## src/rtl/alu_muldiv.sv

```systemverilog
// alu_muldiv: multi-cycle integer ALU with the M-extension operations.
// Base ops finish one cycle after accept. Multiplies use radix-2 shift-add and
// divides use restoring division, each running XLEN iterations on magnitudes.
// Ports:
//   clk_i, rst_i (sync, active-high), flush_i (abort in-flight work)
//   in_valid_i / in_ready_o       : operand handshake (ready only in IDLE)
//   alu_op1_i, alu_op2_i          : operands A and B
//   alu_operation_i               : bit4 = M select, bits[3:0] = operation
//   out_valid_o / out_ready_i     : result handshake (held until accepted)
//   alu_result_o, zero_flag_o     : registered result and result==0 flag
module alu_muldiv #(
  parameter int unsigned XLEN = 32
) (
  input  logic            clk_i,
  input  logic            rst_i,
  input  logic            flush_i,
  input  logic            in_valid_i,
  output logic            in_ready_o,
  input  logic [XLEN-1:0] alu_op1_i,
  input  logic [XLEN-1:0] alu_op2_i,
  input  logic [4:0]      alu_operation_i,
  output logic            out_valid_o,
  input  logic            out_ready_i,
  output logic [XLEN-1:0] alu_result_o,
  output logic            zero_flag_o
);
  localparam int unsigned SHW = $clog2(XLEN);
  localparam logic [1:0] S_IDLE = 2'd0;
  localparam logic [1:0] S_MUL  = 2'd1;
  localparam logic [1:0] S_DIV  = 2'd2;
  localparam logic [1:0] S_DONE = 2'd3;
  localparam logic [XLEN-1:0] MIN_NEG = {1'b1, {(XLEN-1){1'b0}}};

  logic [1:0]        state_q, state_d;
  logic [SHW-1:0]    cnt_q, cnt_d;
  logic [XLEN-1:0]   hi_q, hi_d, lo_q, lo_d, mag_b_q, mag_b_d;
  logic              neg_q, neg_d;
  logic [1:0]        sel_q, sel_d;
  logic [XLEN-1:0]   res_d;
  logic              wr;

  // Base-operation result, computed straight from the inputs at accept
  logic [SHW-1:0]  shamt;
  logic [XLEN-1:0] base_res;
  always_comb begin
    base_res = '0;
    shamt    = alu_op2_i[SHW-1:0];
    case (alu_operation_i[3:0])
      4'b0000: base_res = alu_op1_i + alu_op2_i;
      4'b1000: base_res = alu_op1_i - alu_op2_i;
      4'b0001: base_res = alu_op1_i << shamt;
      4'b0101: base_res = alu_op1_i >> shamt;
      4'b1101: base_res = XLEN'($signed(alu_op1_i) >>> shamt);
      4'b0010: base_res = XLEN'($signed(alu_op1_i) < $signed(alu_op2_i));
      4'b0011: base_res = XLEN'(alu_op1_i < alu_op2_i);
      4'b0100: base_res = alu_op1_i ^ alu_op2_i;
      4'b0110: base_res = alu_op1_i | alu_op2_i;
      4'b0111: base_res = alu_op1_i & alu_op2_i;
      4'b1111: base_res = '1;
      default: base_res = '0;
    endcase
  end

  // M-op decode: operand signedness, magnitudes, result sign, special cases
  logic [2:0]      mop;
  logic            is_div, a_sgn, b_sgn, a_neg, b_neg, neg_acc, div_zero, div_ovf;
  logic [XLEN-1:0] mag_a, mag_b, special_res;
  always_comb begin
    mop      = alu_operation_i[2:0];
    is_div   = mop[2];
    a_sgn    = is_div ? ~mop[0] : (mop[1:0] != 2'b11);
    b_sgn    = is_div ? ~mop[0] : ~mop[1];
    a_neg    = a_sgn & alu_op1_i[XLEN-1];
    b_neg    = b_sgn & alu_op2_i[XLEN-1];
    mag_a    = a_neg ? -alu_op1_i : alu_op1_i;
    mag_b    = b_neg ? -alu_op2_i : alu_op2_i;
    // Remainder follows the dividend; quotient and products follow sign parity
    neg_acc  = (is_div & mop[1]) ? a_neg : (a_neg ^ b_neg);
    div_zero = (alu_op2_i == '0);
    div_ovf  = ~mop[0] & (alu_op1_i == MIN_NEG) & (alu_op2_i == '1);
    if (div_zero) special_res = mop[1] ? alu_op1_i : '1;
    else          special_res = mop[1] ? '0 : alu_op1_i;
  end

  // One iteration step for each engine; hi/lo are shared between them
  logic [XLEN:0] mul_sum, div_shift, div_diff;
  always_comb begin
    mul_sum   = {1'b0, hi_q} + (lo_q[0] ? {1'b0, mag_b_q} : '0);
    div_shift = {hi_q, lo_q[XLEN-1]};
    div_diff  = div_shift - {1'b0, mag_b_q};
  end

  // Next-state and datapath update
  logic [2*XLEN-1:0] prod;
  logic [XLEN-1:0]   div_sel;
  always_comb begin
    state_d = state_q;
    cnt_d   = cnt_q;
    hi_d    = hi_q;
    lo_d    = lo_q;
    mag_b_d = mag_b_q;
    neg_d   = neg_q;
    sel_d   = sel_q;
    res_d   = '0;
    wr      = 1'b0;
    prod    = '0;
    div_sel = '0;
    case (state_q)
      S_IDLE: begin
        if (in_valid_i) begin
          if (!alu_operation_i[4]) begin
            res_d   = base_res;
            wr      = 1'b1;
            state_d = S_DONE;
          end else if (is_div && (div_zero || div_ovf)) begin
            res_d   = special_res;
            wr      = 1'b1;
            state_d = S_DONE;
          end else begin
            sel_d   = mop[1:0];
            neg_d   = neg_acc;
            mag_b_d = mag_b;
            hi_d    = '0;
            lo_d    = mag_a;
            cnt_d   = SHW'(XLEN - 1);
            state_d = is_div ? S_DIV : S_MUL;
          end
        end
      end
      S_MUL: begin
        hi_d  = mul_sum[XLEN:1];
        lo_d  = {mul_sum[0], lo_q[XLEN-1:1]};
        cnt_d = cnt_q - SHW'(1);
        if (cnt_q == '0) begin
          prod    = neg_q ? -{hi_d, lo_d} : {hi_d, lo_d};
          res_d   = (sel_q == 2'b00) ? prod[XLEN-1:0] : prod[2*XLEN-1:XLEN];
          wr      = 1'b1;
          state_d = S_DONE;
        end
      end
      S_DIV: begin
        if (!div_diff[XLEN]) begin
          hi_d = div_diff[XLEN-1:0];
          lo_d = {lo_q[XLEN-2:0], 1'b1};
        end else begin
          hi_d = div_shift[XLEN-1:0];
          lo_d = {lo_q[XLEN-2:0], 1'b0};
        end
        cnt_d = cnt_q - SHW'(1);
        if (cnt_q == '0) begin
          div_sel = sel_q[1] ? hi_d : lo_d;
          res_d   = neg_q ? -div_sel : div_sel;
          wr      = 1'b1;
          state_d = S_DONE;
        end
      end
      default: begin
        if (out_ready_i) state_d = S_IDLE;
      end
    endcase
    // Flush drops any request or in-flight work without touching the result
    if (flush_i) begin
      state_d = S_IDLE;
      cnt_d   = '0;
      wr      = 1'b0;
    end
  end

  always_ff @(posedge clk_i) begin
    if (rst_i) begin
      state_q      <= S_IDLE;
      cnt_q        <= '0;
      hi_q         <= '0;
      lo_q         <= '0;
      mag_b_q      <= '0;
      neg_q        <= 1'b0;
      sel_q        <= '0;
      in_ready_o   <= 1'b1;
      out_valid_o  <= 1'b0;
      alu_result_o <= '0;
      zero_flag_o  <= 1'b0;
    end else begin
      state_q     <= state_d;
      cnt_q       <= cnt_d;
      hi_q        <= hi_d;
      lo_q        <= lo_d;
      mag_b_q     <= mag_b_d;
      neg_q       <= neg_d;
      sel_q       <= sel_d;
      in_ready_o  <= (state_d == S_IDLE);
      out_valid_o <= (state_d == S_DONE);
      if (wr) begin
        alu_result_o <= res_d;
        zero_flag_o  <= (res_d == '0);
      end
    end
  end
endmodule

```

## config.mk

```make
export PLATFORM = sky130hd
export DESIGN_NAME = alu_muldiv
export DESIGN_NICKNAME = d
export VERILOG_FILES = /design/src/rtl/alu_muldiv.sv
export SDC_FILE = /design/constraint.sdc
export NUM_CORES = 1
export LEC_CHECK = 0
export ABC_AREA = 0
export BUFFER_PORTS_ARGS = -buffer_cell sky130_fd_sc_hd__buf_2
export CORE_AREA = 2 2 322 324
export CTS_BUF_LIST = sky130_fd_sc_hd__clkbuf_4
export DETAILED_ROUTE_END_ITERATION = 10
export DIE_AREA = 0 0 324 326
export GPL_TIMING_DRIVEN = 0
export HOLD_SLACK_MARGIN = 0.12
export SYNTH_ARGS = -nofsm -noshare
export SYNTH_HDL_FRONTEND = slang
export SYNTH_SLANG_ARGS = --single-unit
export TNS_END_PERCENT = 1
```

## constraint.sdc

```tcl
create_clock -name clk_i -period 7.1 [get_ports clk_i]
set_clock_uncertainty 0.1 [all_clocks]
set_input_delay 0.71 -clock clk_i [delete_from_list [all_inputs] [get_ports clk_i]]
set_output_delay 0.71 -clock clk_i [all_outputs]
set_load 0.05 [all_outputs]
```

* Word level (Yosys, flattened, before mapping)
Index checks and enable logic that the tools add are counted.
** Word-level totals
- Bits of input ports :: 74
- Memory bits (read-only) :: 0
- Register bits after elaboration :: 141
- Memories :: 0
- Latch bits :: 0
- RAM bits :: 0
** Operators by class
- $add $sub $neg :: 9
- Shift-type cells :: 3
- Bitwise logic cells :: 12
- Multiplexer cells :: 50
- Reduce and logical (&&, ||, !) cells :: 16
- Equal/unequal tests :: 19
- Order comparisons :: 2
- Multipliers :: 0
- Div/mod/pow operators :: 0
** Operator list (count)
- 32-bit two-way mux :: 23
- 32-bit one-hot mux with 11 select lines :: 1
- 32-bit one-hot mux with 3 select lines :: 3
- 32-bit negator :: 3
- 32-bit == test (second input constant) :: 2
- 32-bit logical NOT :: 2
- 32-bit < comparator :: 2
- 64-bit two-way mux :: 1
- 64-bit negator :: 1
- 32-bit by 32-bit adder with 33-bit output :: 1
- 33-bit by 32-bit subtractor with 33-bit output :: 1
- 32-bit adder :: 1
- 32-bit bitwise AND :: 1
- 32-bit OR :: 1
- 32-bit by 5-bit << shifter with 32-bit output :: 1
- 32-bit by 5-bit right shift with 32-bit output :: 1
- 32-bit by 5-bit >>> shifter with 32-bit output :: 1
- 32-bit subtractor :: 1
- 32-bit XOR :: 1
- 4-bit by 3-bit == test with 1-bit output (second input constant) :: 4
- 5-bit two-way mux :: 3
- 2-bit two-way mux :: 7
- 4-bit == test (second input constant) :: 3
- 4-bit AND reduction :: 3
- other kinds (21) :: 43

* Logic depth before layout (Yosys ltp)
- Depth after elaboration :: 11
- Gate-level depth with buffers :: 28
- Mapped depth without buffers :: 25

* Least setup slack after synthesis
No wires, ideal clock.
- Path type :: register to register
- From :: register lo_q[31]
- To :: register zero_flag_o
- Path slack :: 1.421 ns
- Cell stages (with the launch flop) :: 27
- Library setup time :: 0.116 ns
- Arrival :: 5.464 ns
- Clock period less this slack :: 5.679 ns
- Data required time :: 6.884 ns
- Path through :: dfxtp_1 > clkbuf_1 > inv_1 > ha_1 > inv_1 > fa_1 > a211oi_2 > nor3_2 > o21ai_2 > a211oi_4 > nor3_1 > buf_2 > nor2_1 > clkbuf_1 > mux2i_1 > nor2_1 > a21oi_1 > ha_1 > nand2_1 > o41ai_2 > nand2_1 > or4_1 > o31a_1 > nand3_1 > nor2_1 > and4_1 > a31o_1
** On the way
- Word-level cells in the longest chain between the ends :: 9
- Elaborated cells on any way between the ends :: 15
- Those cells by class :: 3 x add/sub; 11 x mux; 1 x reduce/logical
** RTL lines
- start, declared :: RTL line 36 : logic [XLEN-1:0] hi_q, hi_d, lo_q, lo_d, mag_b_q, mag_b_d;
- start signal, assigned :: RTL line 186 : lo_q <= lo_d;
- 33-bit by 32-bit subtractor with 33-bit output :: RTL line 90 : div_diff = div_shift - {1'b0, mag_b_q};
- 1-bit two-way mux / 32-bit two-way mux (equally long branches) :: RTL line 142 : if (!div_diff[XLEN]) begin
- 32-bit two-way mux :: RTL line 108 : case (state_q)
- 32-bit two-way mux :: RTL line 151 : div_sel = sel_q[1] ? hi_d : lo_d;
- 32-bit negator :: RTL line 152 : res_d = neg_q ? -div_sel : div_sel;
- 32-bit two-way mux :: RTL line 152
- 32-bit two-way mux :: RTL line 150 : if (cnt_q == '0) begin
- 32-bit one-hot mux with 3 select lines * :: RTL line 108
- 32-bit logical NOT * :: RTL line 194 : zero_flag_o <= (res_d == '0);
- end signal, assigned :: RTL line 194
- end, declared :: RTL line 25 : output logic zero_flag_o
Every way passes the cells marked *; elsewhere a longest branch is shown, timed or not. The select of a mux whose other input is x is not followed.
A chain may end at the register's enable or synchronous reset.

* Worst setup path after layout
- From :: input port alu_op2_i[1]
- To :: register zero_flag_o
** On the way
- Word-level cells in the longest chain between the ends :: 9
- Elaborated cells on any way between the ends :: 27
- Those cells by class :: 2 x add/sub; 2 x order compare; 1 x eq/ne; 3 x shift; 11 x mux; 4 x bitwise; 4 x reduce/logical
** RTL lines
- start, declared :: RTL line 20 : input logic [XLEN-1:0] alu_op2_i,
- branches (longest 9 deep; another with 32-bit subtractor)
Several ways; the timed one is not identified.

==> out/metrics.yaml <==
setup_path:
  worstPathRequired_ps: 7620
  crit_path_cell_trace: "buf_2 > buf_2 > buf_1 > buf_1 > clkbuf_1 > clkbuf_1 > o32ai_1 > a22o_1 > a22oi_1 > nor2_1 > a2111oi_0 > nor3_1 > a21oi_1 > o21a_1 > nand3_1 > nor4_1 > and4_1 > a31o_1"
  critPathBufInv: 6
  critical-path-top-delay-family: "compound AO/OA/AOI/OAI gates"
  regToRegStartpoint: "mag_b_q[19]"
  worst_setup_path_startpoint: "alu_op2_i[1]"
  cp_slowest_cell: "sky130_fd_sc_hd__a2111oi_0"
  worst-endpoint-arrival_ps: 7820
  crit_path_start_kind: "input port"
  largest_stage_delay_on_the_critical_path_ps: 1050
  critPathKind: "in -> reg"
  critical_path_peak_fanout: 10
  critical_path.endpoint_type: "flip-flop"
clocking:
  cts_made_buffers: 17
  ctsHtreeMaxLevel: 4
  clk_path_buf_depth: 2
  clkLatencyLatePin_ps: 670
  cts_tree: "done"
  cts-root-buf: "sky130_fd_sc_hd__clkbuf_4"
  clock_sink_count: 141
  cts_hold_buf: 0
  clk_pin_slew_ps: 140
routing:
  1st_pass_router_iterations: 7
  avgRoutedWirePerCell_um: 32.76
  drt_iter0_markers: 3998
  drt.antenna.violating_nets: 0
  vias_per_cell: 6.185
  drc_errors: 0
  routed-via-count: 32500
  post_detailed_routing_wire_length_um: 172100
final_layout:
  post_layout_nonfiller_instances: 5255
  drive_gt1_frac: 0.08473
  finish.net_count: 4107
  n_fill_cell: 11630
  most_common_cell_after_layout_fill_and_taps_aside: "sky130_fd_sc_hd__nor2_1"
  layout.cells.most_common_list: "412 x sky130_fd_sc_hd__nor2_1, 327 x sky130_fd_sc_hd__a21oi_1, 285 x sky130_fd_sc_hd__nand2_1"
  area_growth_syn_to_layout_pct: 10.92
die:
  core_region_area_um2: 102600
  initial_utilization: 0.2468
  total_die_area_um2: 105600
  die_width_um: 324
  boundaryPins: 109
  die_h_um: 326
  placement_rows: 118
synthesis:
  synth-main-ff-cell: "sky130_fd_sc_hd__dfxtp_1"
  synth_top_area_frac: 0.1115
  simple_gate_portion_of_the_synthesized_area: 0.2424
  synth_cell_types: 108
  synth_edf_count: 0
  yosys.area_share.adder: 0.08764
  yosysWarningCount: 0
  synth_area_um2: 25330
  postSynth.asyncResetShare: 0
  postSynthNetCount: 3982
  synth_compound_area_frac: 0.3573
  synth_top_cell_by_area: "sky130_fd_sc_hd__dfxtp_1"
  largest_family_of_logic_cells_by_synthesized_area: "compound AO/OA/AOI/OAI gates"
  number_of_storage_elements_in_the_synthesis_netlist: 141
  ys_top_cells_by_area: "sky130_fd_sc_hd__dfxtp_1 11%, sky130_fd_sc_hd__ha_1 8.4%, sky130_fd_sc_hd__a21oi_1 6.5%, sky130_fd_sc_hd__nor2_1 6.1%, sky130_fd_sc_hd__o21ai_0 5.2%"
  synth_xor_area_frac: 0.05602
  syn_avg_cell_area_um2: 6.785
  seq_area_frac_synth: 0.1115
  synth.area.mux_share: 0.07252
  syn-instance-count: 3733
timing:
  final_min_period_over_clock_period: 1.029
  setup_tns_ps: -208.6
  clock.fmax_ghz: 0.1368
  final_max_slew_viol_count: 5
  setup_viol_count_final: 1
  finalHoldViolCount: 0
  finalWorstSetupSlack_ps: -208.6
  max_slew.worst_pin.slew_ps: 1631
  timing.max_slew.rel_slack: -0.09646
  final_period_minus_worst_setup_slack_ps: 7309
grt:
  grt_start_max_net_pins: 17
  grt_pass1_wl_um: 237700
  grt_antenna_before_repair: 6
  grt.total_usage: 0.3152
  grt_pass1_vias: 30700
  overall_overflow_remaining_after_global_route: 0
place:
  placement.io_buffers: 105
  dp.cells: 5219
  gp_congestion: 1.066
  dp.final_hpwl_um: 141500
worst_hold_path:
  hold_path.class: "reg -> reg"
  hold_start: "alu_result_o[21]"
flow_run:
  cap_violations: 1
pwr:
  irDropWorstVdd_mv: 0.1003
  powerDensity_nw_per_um2: 152.8
  power.static_leakage_nw: 10.41
run_status:
  run_status: "finished with violations"
  failing_checks: "capacitance limit, slew limit, setup timing"
==> cells by family (layout without fill, tap and decap cells) <==
| kind of cell | Yosys count | after routing |
|---|---|---|
| AOI/OAI and AO/OA | 1349 | 1349 |
| xor gates and xnor gates | 162 | 162 |
| adders and majority gates | 175 | 175 |
| muxes | 148 | 148 |
| other | 0 | 4 |
| DFF | 141 | 141 |
| buffers and inverters | 484 | 622 |
| and+or+nand+nor | 1274 | 1274 |
==> where the power goes <==
group,switching (mW),internal [mW],leakage [nW]
Sequential,0.0881,0.863,1.15
Combinational,2.00,0.762,9.11
Clock,0.365,0.218,0.147
Total,2.45,1.84,10.4
==> through the flow <==
stage	total power, mW	util	area, µm²	setup slack (ps)	hold slack [ps]
after floorplan	2.515	-	25330	1421	349.9
after global placement	3.580	0.2688	27580	-1889	367.3
after detailed placement	3.557	0.2688	27590	-1935	369.7
after CTS	4.157	0.2727	27990	9.223	310.2
after global routing	4.430	0.2737	28090	-21.92	356.3
final	4.292	0.2738	28090	-208.6	388.7
==> state kept, by name (all words and copies together) (netlist names) <==
name	cells
alu_result_o	32
hi_q	32
lo_q	32
mag_b_q	32
cnt_q	5
sel_q	2
state_q	2
in_ready_o	1
neg_q	1
out_valid_o	1
zero_flag_o	1
==> synthesized netlist by cell type (32+ instances only) <==
cell / n
sky130_fd_sc_hd__a22oi_1: 38
sky130_fd_sc_hd__nor2_1: 413
sky130_fd_sc_hd__and2_1: 67
sky130_fd_sc_hd__nand2_1: 287
sky130_fd_sc_hd__nor3_1: 125
sky130_fd_sc_hd__inv_1: 154
sky130_fd_sc_hd__a221oi_1: 57
sky130_fd_sc_hd__mux2_2: 44
sky130_fd_sc_hd__a21oi_1: 328
sky130_fd_sc_hd__ha_1: 171
sky130_fd_sc_hd__o21ai_0: 262
sky130_fd_sc_hd__nor4_1: 40
sky130_fd_sc_hd__dfxtp_1: 141
sky130_fd_sc_hd__a31oi_1: 61
sky130_fd_sc_hd__nand4_1: 38
sky130_fd_sc_hd__nand3_1: 94
sky130_fd_sc_hd__a211oi_1: 148
sky130_fd_sc_hd__buf_1: 32
sky130_fd_sc_hd__a21o_1: 49
sky130_fd_sc_hd__clkbuf_1: 276
sky130_fd_sc_hd__o31ai_1: 49
sky130_fd_sc_hd__xor2_1: 46
sky130_fd_sc_hd__mux2i_1: 80
sky130_fd_sc_hd__xnor2_1: 116
sky130_fd_sc_hd__or3_1: 47
sky130_fd_sc_hd__o211ai_1: 45
==> metal layers <==
| metal | wire (µm) | track usage | up-vias |
|---|---|---|---|
| met5 | 40 | 0 | - |
| met4 | 14560 | 0.2277 | 6 |
| met3 | 13600 | 0.04855 | 539 |
| met2 | 75920 | 0.4981 | 1982 |
| met1 | 68020 | 0.3879 | 15760 |
| li1 | - | - | 14220 |
==> worst register-to-register path, delay by kind of cell, from the launching register on <==
kind | cells | cell delay [ps]
AOI/OAI and AO/OA | 12 | 3010
xor gates and xnor gates | 1 | 220
adders and majority gates | 2 | 740
buffers and inverters | 5 | 1180
DFF | 1 | 560
and+or+nand+nor | 6 | 1260
==> layout make-up <==
type / instances / area, µm² / area share
multi-input combinational: 3108 / 20820 / 0.7412
sequential: 141 / 2826 / 0.1006
tap: 1380 / 1727 / 0.06146
buffer: 318 / 1249 / 0.04445
inverter: 161 / 608.1 / 0.02165
timing repair buffer: 111 / 568.0 / 0.02022
clock buffer: 19 / 142.6 / 0.005078
clock inverter: 13 / 140.1 / 0.004988
antenna: 4 / 10.01 / 0.0003563
==> repair_timing <==
item / CTS / global route
gates resized for setup: 28 / 23
setup endpoints to repair: 22 / 8
pin swaps: 2 / 4
setup buffers: 1 / 3
endpoints found under the hold margin: 0 / 0
==> path summary, 6_finish.rpt <==
kind	end	slack (ps)	cells after the start
max	zero_flag_o	-210	18
min	alu_result_o[21]	390	2
max reg2reg	zero_flag_o	-10	26
min reg2reg	alu_result_o[21]	390	2
No activity file was read; power rests on OpenSTA's default activity.
